`src/rtl/imem_loader_if.sv`:
```
// Byte-stream input and instruction-memory write port of the program loader.
// The master side feeds bytes and observes writes; the loader is the slave.
interface imem_loader_if #(
  parameter int unsigned D = 12,
  parameter int unsigned W = 9
);
  logic [7:0]   inData;
  logic         inValid;
  logic         inReady;
  logic         wrEn;
  logic [D-1:0] wrAddr;
  logic [W-1:0] wrData;

  modport master (
    output inData, inValid,
    input  inReady, wrEn, wrAddr, wrData
  );

  modport slave (
    input  inData, inValid,
    output inReady, wrEn, wrAddr, wrData
  );
endinterface

```
`src/rtl/imem_loader.sv`:
```
// Program loader: parses a framed byte stream (length, 2-byte words, XOR
// checksum), writes each 9-bit word to instruction memory and holds the core
// in reset until a verified image is in place.
module imem_loader #(
  parameter int unsigned D = 12,
  parameter int unsigned W = 9
) (
  input  logic         clk,
  input  logic         reset,
  input  logic         start,
  imem_loader_if.slave bus,
  output logic         cpuHold,
  output logic         loadDone,
  output logic         loadErr
);

  typedef enum logic [3:0] {
    S_IDLE,
    S_LEN_HI,
    S_LEN_LO,
    S_WORD_HI,
    S_WORD_LO,
    S_WRITE,
    S_CKSUM,
    S_DONE,
    S_ERR
  } state_t;

  state_t       state;
  logic [3:0]   len_hi;
  logic [11:0]  remaining;
  logic [D-1:0] addr;
  logic [7:0]   acc;
  logic         hi_bit;

  logic         ready_q;
  logic         wr_en_q;
  logic [D-1:0] wr_addr_q;
  logic [W-1:0] wr_data_q;
  logic         accept;

  // ready_q is registered alongside the state, so this has no path from inValid to inReady
  assign accept      = bus.inValid && ready_q;
  assign bus.inReady = ready_q;
  assign bus.wrEn    = wr_en_q;
  assign bus.wrAddr  = wr_addr_q;
  assign bus.wrData  = wr_data_q;

  // Frame parser FSM; every output register is loaded on the transition into
  // the state it belongs to, so outputs track the state without decode logic
  always_ff @(posedge clk or negedge reset) begin
    if (!reset) begin
      state     <= S_IDLE;
      len_hi    <= '0;
      remaining <= '0;
      addr      <= '0;
      acc       <= '0;
      hi_bit    <= 1'b0;
      ready_q   <= 1'b0;
      wr_en_q   <= 1'b0;
      wr_addr_q <= '0;
      wr_data_q <= '0;
      cpuHold   <= 1'b1;
      loadDone  <= 1'b0;
      loadErr   <= 1'b0;
    end else begin
      wr_en_q <= 1'b0;
      case (state)
        S_IDLE, S_DONE, S_ERR: begin
          if (start) begin
            state    <= S_LEN_HI;
            ready_q  <= 1'b1;
            cpuHold  <= 1'b1;
            loadDone <= 1'b0;
            loadErr  <= 1'b0;
            addr     <= '0;
            acc      <= '0;
          end
        end
        S_LEN_HI: begin
          if (accept) begin
            len_hi <= bus.inData[3:0];
            state  <= S_LEN_LO;
          end
        end
        S_LEN_LO: begin
          if (accept) begin
            if ({len_hi, bus.inData} == 12'd0) begin
              state   <= S_ERR;
              ready_q <= 1'b0;
              loadErr <= 1'b1;
              cpuHold <= 1'b1;
            end else begin
              remaining <= {len_hi, bus.inData};
              addr      <= '0;
              state     <= S_WORD_HI;
            end
          end
        end
        S_WORD_HI: begin
          if (accept) begin
            acc    <= acc ^ bus.inData;
            hi_bit <= bus.inData[0];
            if (bus.inData[7:1] != 7'd0) begin
              state   <= S_ERR;
              ready_q <= 1'b0;
              loadErr <= 1'b1;
              cpuHold <= 1'b1;
            end else begin
              state <= S_WORD_LO;
            end
          end
        end
        S_WORD_LO: begin
          // write strobe and payload are loaded here so they are valid for
          // exactly the single cycle spent in S_WRITE
          if (accept) begin
            acc       <= acc ^ bus.inData;
            state     <= S_WRITE;
            ready_q   <= 1'b0;
            wr_en_q   <= 1'b1;
            wr_addr_q <= addr;
            wr_data_q <= W'({hi_bit, bus.inData});
          end
        end
        S_WRITE: begin
          addr      <= addr + D'(1);
          remaining <= remaining - 12'd1;
          ready_q   <= 1'b1;
          state     <= (remaining == 12'd1) ? S_CKSUM : S_WORD_HI;
        end
        S_CKSUM: begin
          if (accept) begin
            ready_q <= 1'b0;
            if (bus.inData == acc) begin
              state    <= S_DONE;
              loadDone <= 1'b1;
              cpuHold  <= 1'b0;
            end else begin
              state   <= S_ERR;
              loadErr <= 1'b1;
              cpuHold <= 1'b1;
            end
          end
        end
        default: begin
          state   <= S_IDLE;
          ready_q <= 1'b0;
        end
      endcase
    end
  end

endmodule

```
`src/flat_wrapper.sv`:
```
// flat-port wrapper written by rule: the top's interface ports become plain ports
module imem_loader_flat 
#(
  parameter int unsigned D = 12,
  parameter int unsigned W = 9
)
  (clk, reset, start, cpuHold, loadDone, loadErr, bus_inData, bus_inValid, bus_inReady, bus_wrEn, bus_wrAddr, bus_wrData);
  imem_loader_if #(.D(D), .W(W)) bus_i ();
  input  logic clk;
  input  logic reset;
  input  logic start;
  output logic cpuHold;
  output logic loadDone;
  output logic loadErr;
  input wire logic [$bits(bus_i.inData)-1:0] bus_inData;
  input wire logic [$bits(bus_i.inValid)-1:0] bus_inValid;
  output wire logic [$bits(bus_i.inReady)-1:0] bus_inReady;
  output wire logic [$bits(bus_i.wrEn)-1:0] bus_wrEn;
  output wire logic [$bits(bus_i.wrAddr)-1:0] bus_wrAddr;
  output wire logic [$bits(bus_i.wrData)-1:0] bus_wrData;
  assign bus_i.inData = bus_inData;
  assign bus_i.inValid = bus_inValid;
  assign bus_inReady = bus_i.inReady;
  assign bus_wrEn = bus_i.wrEn;
  assign bus_wrAddr = bus_i.wrAddr;
  assign bus_wrData = bus_i.wrData;
  imem_loader #(.D(D), .W(W)) u_core (.clk(clk), .reset(reset), .start(start), .bus(bus_i), .cpuHold(cpuHold), .loadDone(loadDone), .loadErr(loadErr));
endmodule
```
`config.mk`:
```
export PLATFORM = sky130hd
export DESIGN_NAME = imem_loader_flat
export DESIGN_NICKNAME = d
export VERILOG_FILES = /design/src/rtl/imem_loader_if.sv /design/src/rtl/imem_loader.sv /design/src/flat_wrapper.sv
export SDC_FILE = /design/constraint.sdc
export NUM_CORES = 1
export LEC_CHECK = 0
export ABC_AREA = 1
export BUFFER_PORTS_ARGS = -buffer_cell sky130_fd_sc_hd__buf_2
export CORE_MARGIN = 1
export CORE_UTILIZATION = 39
export DETAILED_ROUTE_END_ITERATION = 8
export HOLD_SLACK_MARGIN = 0.06
export PLACE_DENSITY_LB_ADDON = 0.25
export SETUP_SLACK_MARGIN = 0.5
export SLEW_MARGIN = 20
export SYNTH_ARGS = -nofsm -noshare
export SYNTH_HDL_FRONTEND = slang
export SYNTH_SLANG_ARGS = --single-unit
export TNS_END_PERCENT = 1
```
`constraint.sdc`:
```
create_clock -name clk -period 1.55 [get_ports clk]
set_clock_uncertainty 0.05 [all_clocks]
set_input_delay 0.0775 -clock clk [delete_from_list [all_inputs] [get_ports clk]]
set_output_delay 0.0775 -clock clk [all_outputs]
set_load 0.005 [all_outputs]
```
Yosys cells after proc, flatten, opt, wreduce, memory -nomap -nowiden
Index checks and enable logic that the tools add are counted.
{"block": "word_totals", "ff_bits": 67, "word_cells": 107, "out_inout_bits": 26, "input_bits": 12}
{"block": "op_classes", "addsub": 2, "bitwise": 2, "eq_ne": 23, "n_reduce_logical": 23, "mux": 44}
{"cell": "12-bit two-way mux", "count": 5}
{"cell": "4-bit two-way mux", "count": 9}
{"cell": "12-bit case mux with 3 select lines", "count": 1}
{"cell": "4-bit case mux with 7 select lines", "count": 1}
{"cell": "12-bit case mux with 2 select lines", "count": 1}
{"cell": "2-bit by 1-bit inequality test with 1-bit output (second input constant)", "count": 10}
{"cell": "1-bit two-way mux", "count": 19}
{"cell": "4-bit by 3-bit == test with 1-bit output (second input constant)", "count": 4}
{"cell": "8-bit two-way mux", "count": 2}
{"cell": "8-bit case mux with 2 select lines", "count": 1}
{"cell": "7-bit AND reduction", "count": 2}
{"cell": "12-bit by 1-bit adder with 12-bit output (second input constant)", "count": 1}
{"cell": "12-bit by 1-bit == test with 1-bit output (second input constant)", "count": 1}
{"cell": "12-bit zero test", "count": 1}
{"cell": "12-bit by 1-bit subtractor with 12-bit output (second input constant)", "count": 1}
{"cell": "4-bit by 2-bit == test with 1-bit output (second input constant)", "count": 2}
{"cell": "8-bit == test", "count": 1}
{"cell": "1-bit case mux with 4 select lines", "count": 2}
{"cell": "4-bit AND reduction", "count": 2}
{"cell": "8-bit AND reduction", "count": 1}
{"cell": "8-bit bitwise XOR", "count": 1}
{"cell": "7-bit nonzero test", "count": 1}
{"cell": "2-bit inequality test (second input constant)", "count": 3}
{"cell": "1-bit case mux with 6 select lines", "count": 1}
{"cell": "other kinds (15)", "count": 21}

Logic depth before layout (Yosys ltp)
{"block": "logic_depth", "word_depth": 4, "mapped_depth": 12}

Worst setup path before layout
Ideal clock, no wire load.
{"block": "synth_timing", "kind": "register -> register", "start": "reg u_core.state[3]", "end": "reg u_core.remaining[2]", "arrival_ns": 1.373, "path_stages_with_launch": 12, "period_less_slack_ns": 1.542, "n_path_buf": 1, "setup_ns": 0.119, "slack_ns": 0.008, "path_cell_list": "dfrtp_1 nor2_4 nand2_2 nor2_4 nand2_2 nand2_2 inv_2 nand2_4 inv_6 buf_12 nand2_1 o21ai_2"}
{"block": "synth_between", "elab_chain_cells": 3, "word_cells_on_any_way": 7}
{"item": "from (decl)", "line_no": "imem_loader.sv:29", "text": "state_t state;"}
{"item": "from (signal assigned)", "line_no": "imem_loader.sv:130", "text": "state <= (remaining == 12'd1) ? S_CKSUM : S_WORD_HI;"}
{"item": "4-bit by 2-bit == test with 1-bit output or 4-bit by 3-bit == test with 1-bit output (tied branches)", "line_no": "imem_loader.sv:68", "text": "case (state)"}
{"item": "2-bit by 1-bit inequality test with 1-bit output (no source line) (tied with other cells)"}
{"item": "3-bit AND reduction (no source line)"}
{"item": "to (signal assigned)", "line_no": "imem_loader.sv:94", "text": "remaining <= {len_hi, bus.inData};"}
{"item": "to (signal assigned)", "line_no": "imem_loader.sv:128", "text": "remaining <= remaining - 12'd1;"}
{"item": "to (decl)", "line_no": "imem_loader.sv:31", "text": "logic [11:0] remaining;"}
Several ways; a longest one is shown, not always the timed one.
A chain may end at the register's enable or synchronous reset.

Final worst setup path
{"block": "layout_timing", "start": "reg u_core.state[1]", "end": "reg u_core.remaining[6]"}
Same word-level chain as after synthesis.

==> flow_summary.toml <==
[clock_network]
htree_levels = 3
root_buffer = "clkbuf_8"
cts_sinks = 67
clk_latency_ps = 360
ctsHoldBuffers = 6
tritoncts = "done"
cts_buffers = 9
clk_pin_slew_ps = 80
clock_path_buffers = 2

[synth]
syn_inst = 523
syn_avg_cell_area_um2 = 7.45
async_flop_share_pct = 100
synth.distinct_cells = 33
synth_ff_type = "dfrtp_1"
netlist_area_mm2 = 0.00390
synth-seq-cells = 67
synth_edf_count = 0
synthesis.nets = 538
synth-seq-area-share_pct = 43.0
yosys_warnings = 0

[cells_and_area]
final_layout_size_suffix_gt1_share_pct = 31.1
nets = 637
antenna_cells = 0
final_common_cell = "nand2_1"
synthToLayoutAreaGrowth_pct = 29.9
fillers = 960
layout.cells.most_common_list = "nand2_1, dfrtp_1, inv_1"

[timing]
max_freq_mhz = 620
period_needed_ps = 1610
rsz0062_at_grt = "yes"
timing.final.crit_share_pct = 104
worstMarginPinSlew_ps = 538
slew_violations = 0
max_slew_margin_pct = 64.2
hold_ws_ps = 18.0
final-hold-violation-count = 0
setup_viol = 29
worst_slack_ps = -63.7

[pwr]
intPower_mw = 4.76
pwr-share-seq_pct = 31.5
p_sw_share_pct = 40.7
power.clock.fraction_pct = 20.5
powerDensity_mw_per_mm2 = 1580
switching_power_mw = 3.26
ir_drop_mv = 1.05
share_comb_of_total_power_pct = 47.9
power_leakage_nw = 2.58

[critical_path]
crit_required_ps = 1760
critical-path-slowest-cell = "dfrtp_2"
crit_type = "reg2reg"
crit_arrival_ps = 1820
path_max_fanout = 16
cpPeakStageDelay_ps = 470
end_kind = "flop"
path_cells = "buf_6, nand2_2, nor2_4, nand3_2, nand2_8, clkinv_8, nand2_1, o21ai_2"
startpoint_type = "flop"

[global_route]
grt_use_total_pct = 19.8
antenna_found_initial = 0
grt_start_max_net_pins = 43
grt-ovfl-total = 0
grt_first_pass_wirelength_mm = 15.8
grt_pass1_vias = 3383

[routing]
drtAntennaViolNets = 0
wl_per_cell_um = 12.5
via_per_inst = 4.73
wl_mm = 9.48
first_iter_violations = 143
firstDrtPassIters = 4
drcViolationCount = 0
vias = 3594

[run_status]
violations = "setup timing"
run_status = "finished with violations"

[placement]
portBuffers = 37
hpwl_mm = 6.79
dp_worst_setup_slack_ps = -76.3
gp_congestion = 0.939

[floorplanning]
rows = 36
ioPinCount = 38
die_w_um = 102
dieArea_mm2 = 0.0104
initial_core_util_pct = 40.1
die_height_um = 102
coreArea_mm2 = 0.00973

[job]
cap_viol_max_count = 0

[min_path]
hold_path_class = "in2reg"
-- worst max-delay path, delay by kind of cell, from the launching register on --
| kind | cells | cell delay [ps] |
|---|---|---|
| and+or+nand+nor | 5 | 690 |
| DFF | 1 | 470 |
| buffers and inverters | 2 | 240 |
| AOI/OAI and AO/OA | 1 | 50 |
-- flip-flops by register name, indices dropped and copies added, names as in the netlist --
register / cells
u_core.remaining: 12
u_core.bus.wrEn: 1
u_core.addr: 12
u_core.state: 4
u_core.loadDone: 1
u_core.loadErr: 1
u_core.bus.inReady: 1
u_core.bus.wrData: 9
u_core.hi_bit: 1
u_core.len_hi: 4
u_core.cpuHold: 1
u_core.acc: 8
u_core.bus.wrAddr: 12
-- power by group through the flow --
stage | Clock (mW) | Sequential (mW) | Combinational, mW
finish | 1.65 | 2.53 | 3.84
global route | 1.77 | 2.58 | 4.30
CTS | 1.68 | 2.51 | 3.51
floorplan | 0 | 2.46 | 2.30
global placement | 0 | 2.51 | 3.31
detailed placement | 0 | 2.53 | 3.36
-- through the flow --
stage          cell area [um^2]  power (mW)  util, %  TNS [ps]  std cells
4_1_cts                    4890        7.70     50.3     -4.58        753
5_1_grt                    5060        8.64     52.0     -5730        760
6_report                   5060        8.02     52.0      -817        760
3_5_place_dp               4550        5.89     46.8     -1300        731
3_3_place_gp               4550        5.83     46.8      -311        731
2_1_floorplan              3900        4.76        -         0        523
-- repair_timing --
item,CTS,global route
cloned,0,1
buffers inserted,0,6
setup endpoints to repair,69,73
resized for setup,22,33
hold endpoints to repair,36,5
pin swaps,2,9
-- cell type report --
type | instances | area (um^2) | area share (%)
flip-flops and latches | 67 | 1680 | 33.2
clock buffers | 10 | 128 | 2.52
inverters | 61 | 246 | 4.87
well taps | 133 | 166 | 3.29
multi-input cells | 383 | 1990 | 39.3
clock inverters | 6 | 90.1 | 1.78
repair buffers | 100 | 761 | 15.0
-- layer usage --
metal  wire length (um)  up-vias  share of wire (%)  track usage (%)
li1                   -     1845                  -                -
met1               4470     1685                 47             25.4
met2               4570       52                 48             33.0
met3                291       12                3.1             3.97
met4                154        0                1.6             7.58
met5                  0        -                  0                0
-- cell families (layout without fill, tap and decap cells) --
kind of cell	count (synthesis)	count (layout)	share of synthesized area, %
simple gates	309	309	34.9
buf+inv	73	177	9.05
flops	67	67	43.0
compound gates	63	63	10.2
xor+xnor	8	8	1.80
fa+ha+maj	3	3	0.963
-- path summary, 6_finish.rpt --
kind | start | end | slack (ps) | cells after the start
max | u_core.state[1] | u_core.remaining[6] | -60 | 8
min | bus_inData[2] | u_core.acc[2] | 20 | 4
max reg2reg | u_core.state[1] | u_core.remaining[6] | -60 | 8
min reg2reg | u_core.cpuHold | u_core.cpuHold | 410 | 2
max in group asynchronous | reset | u_core.acc[6] | 650 | 3
min in group asynchronous | reset | u_core.bus.wrAddr[6] | 170 | 2
-- synth_stat cells, types with 5 or more instances --
| cell type | number | area share [%] |
|---|---|---|
| nand2_1 | 195 | 19 |
| dfrtp_1 | 66 | 42 |
| inv_1 | 54 | 5.2 |
| nor2_1 | 40 | 3.9 |
| nand3_1 | 34 | 4.4 |
| o21ai_0 | 29 | 3.7 |
| o21ai_2 | 22 | 4.9 |
| nand2_2 | 11 | 1.8 |
| o21ai_1 | 10 | 1.3 |
| xor2_1 | 7 | 1.6 |
| nor2_4 | 6 | 1.7 |
| nor3_1 | 6 | 0.77 |
| buf_6 | 5 | 1.4 |
| inv_2 | 5 | 0.48 |
Power figures use the tool's default switching activity.
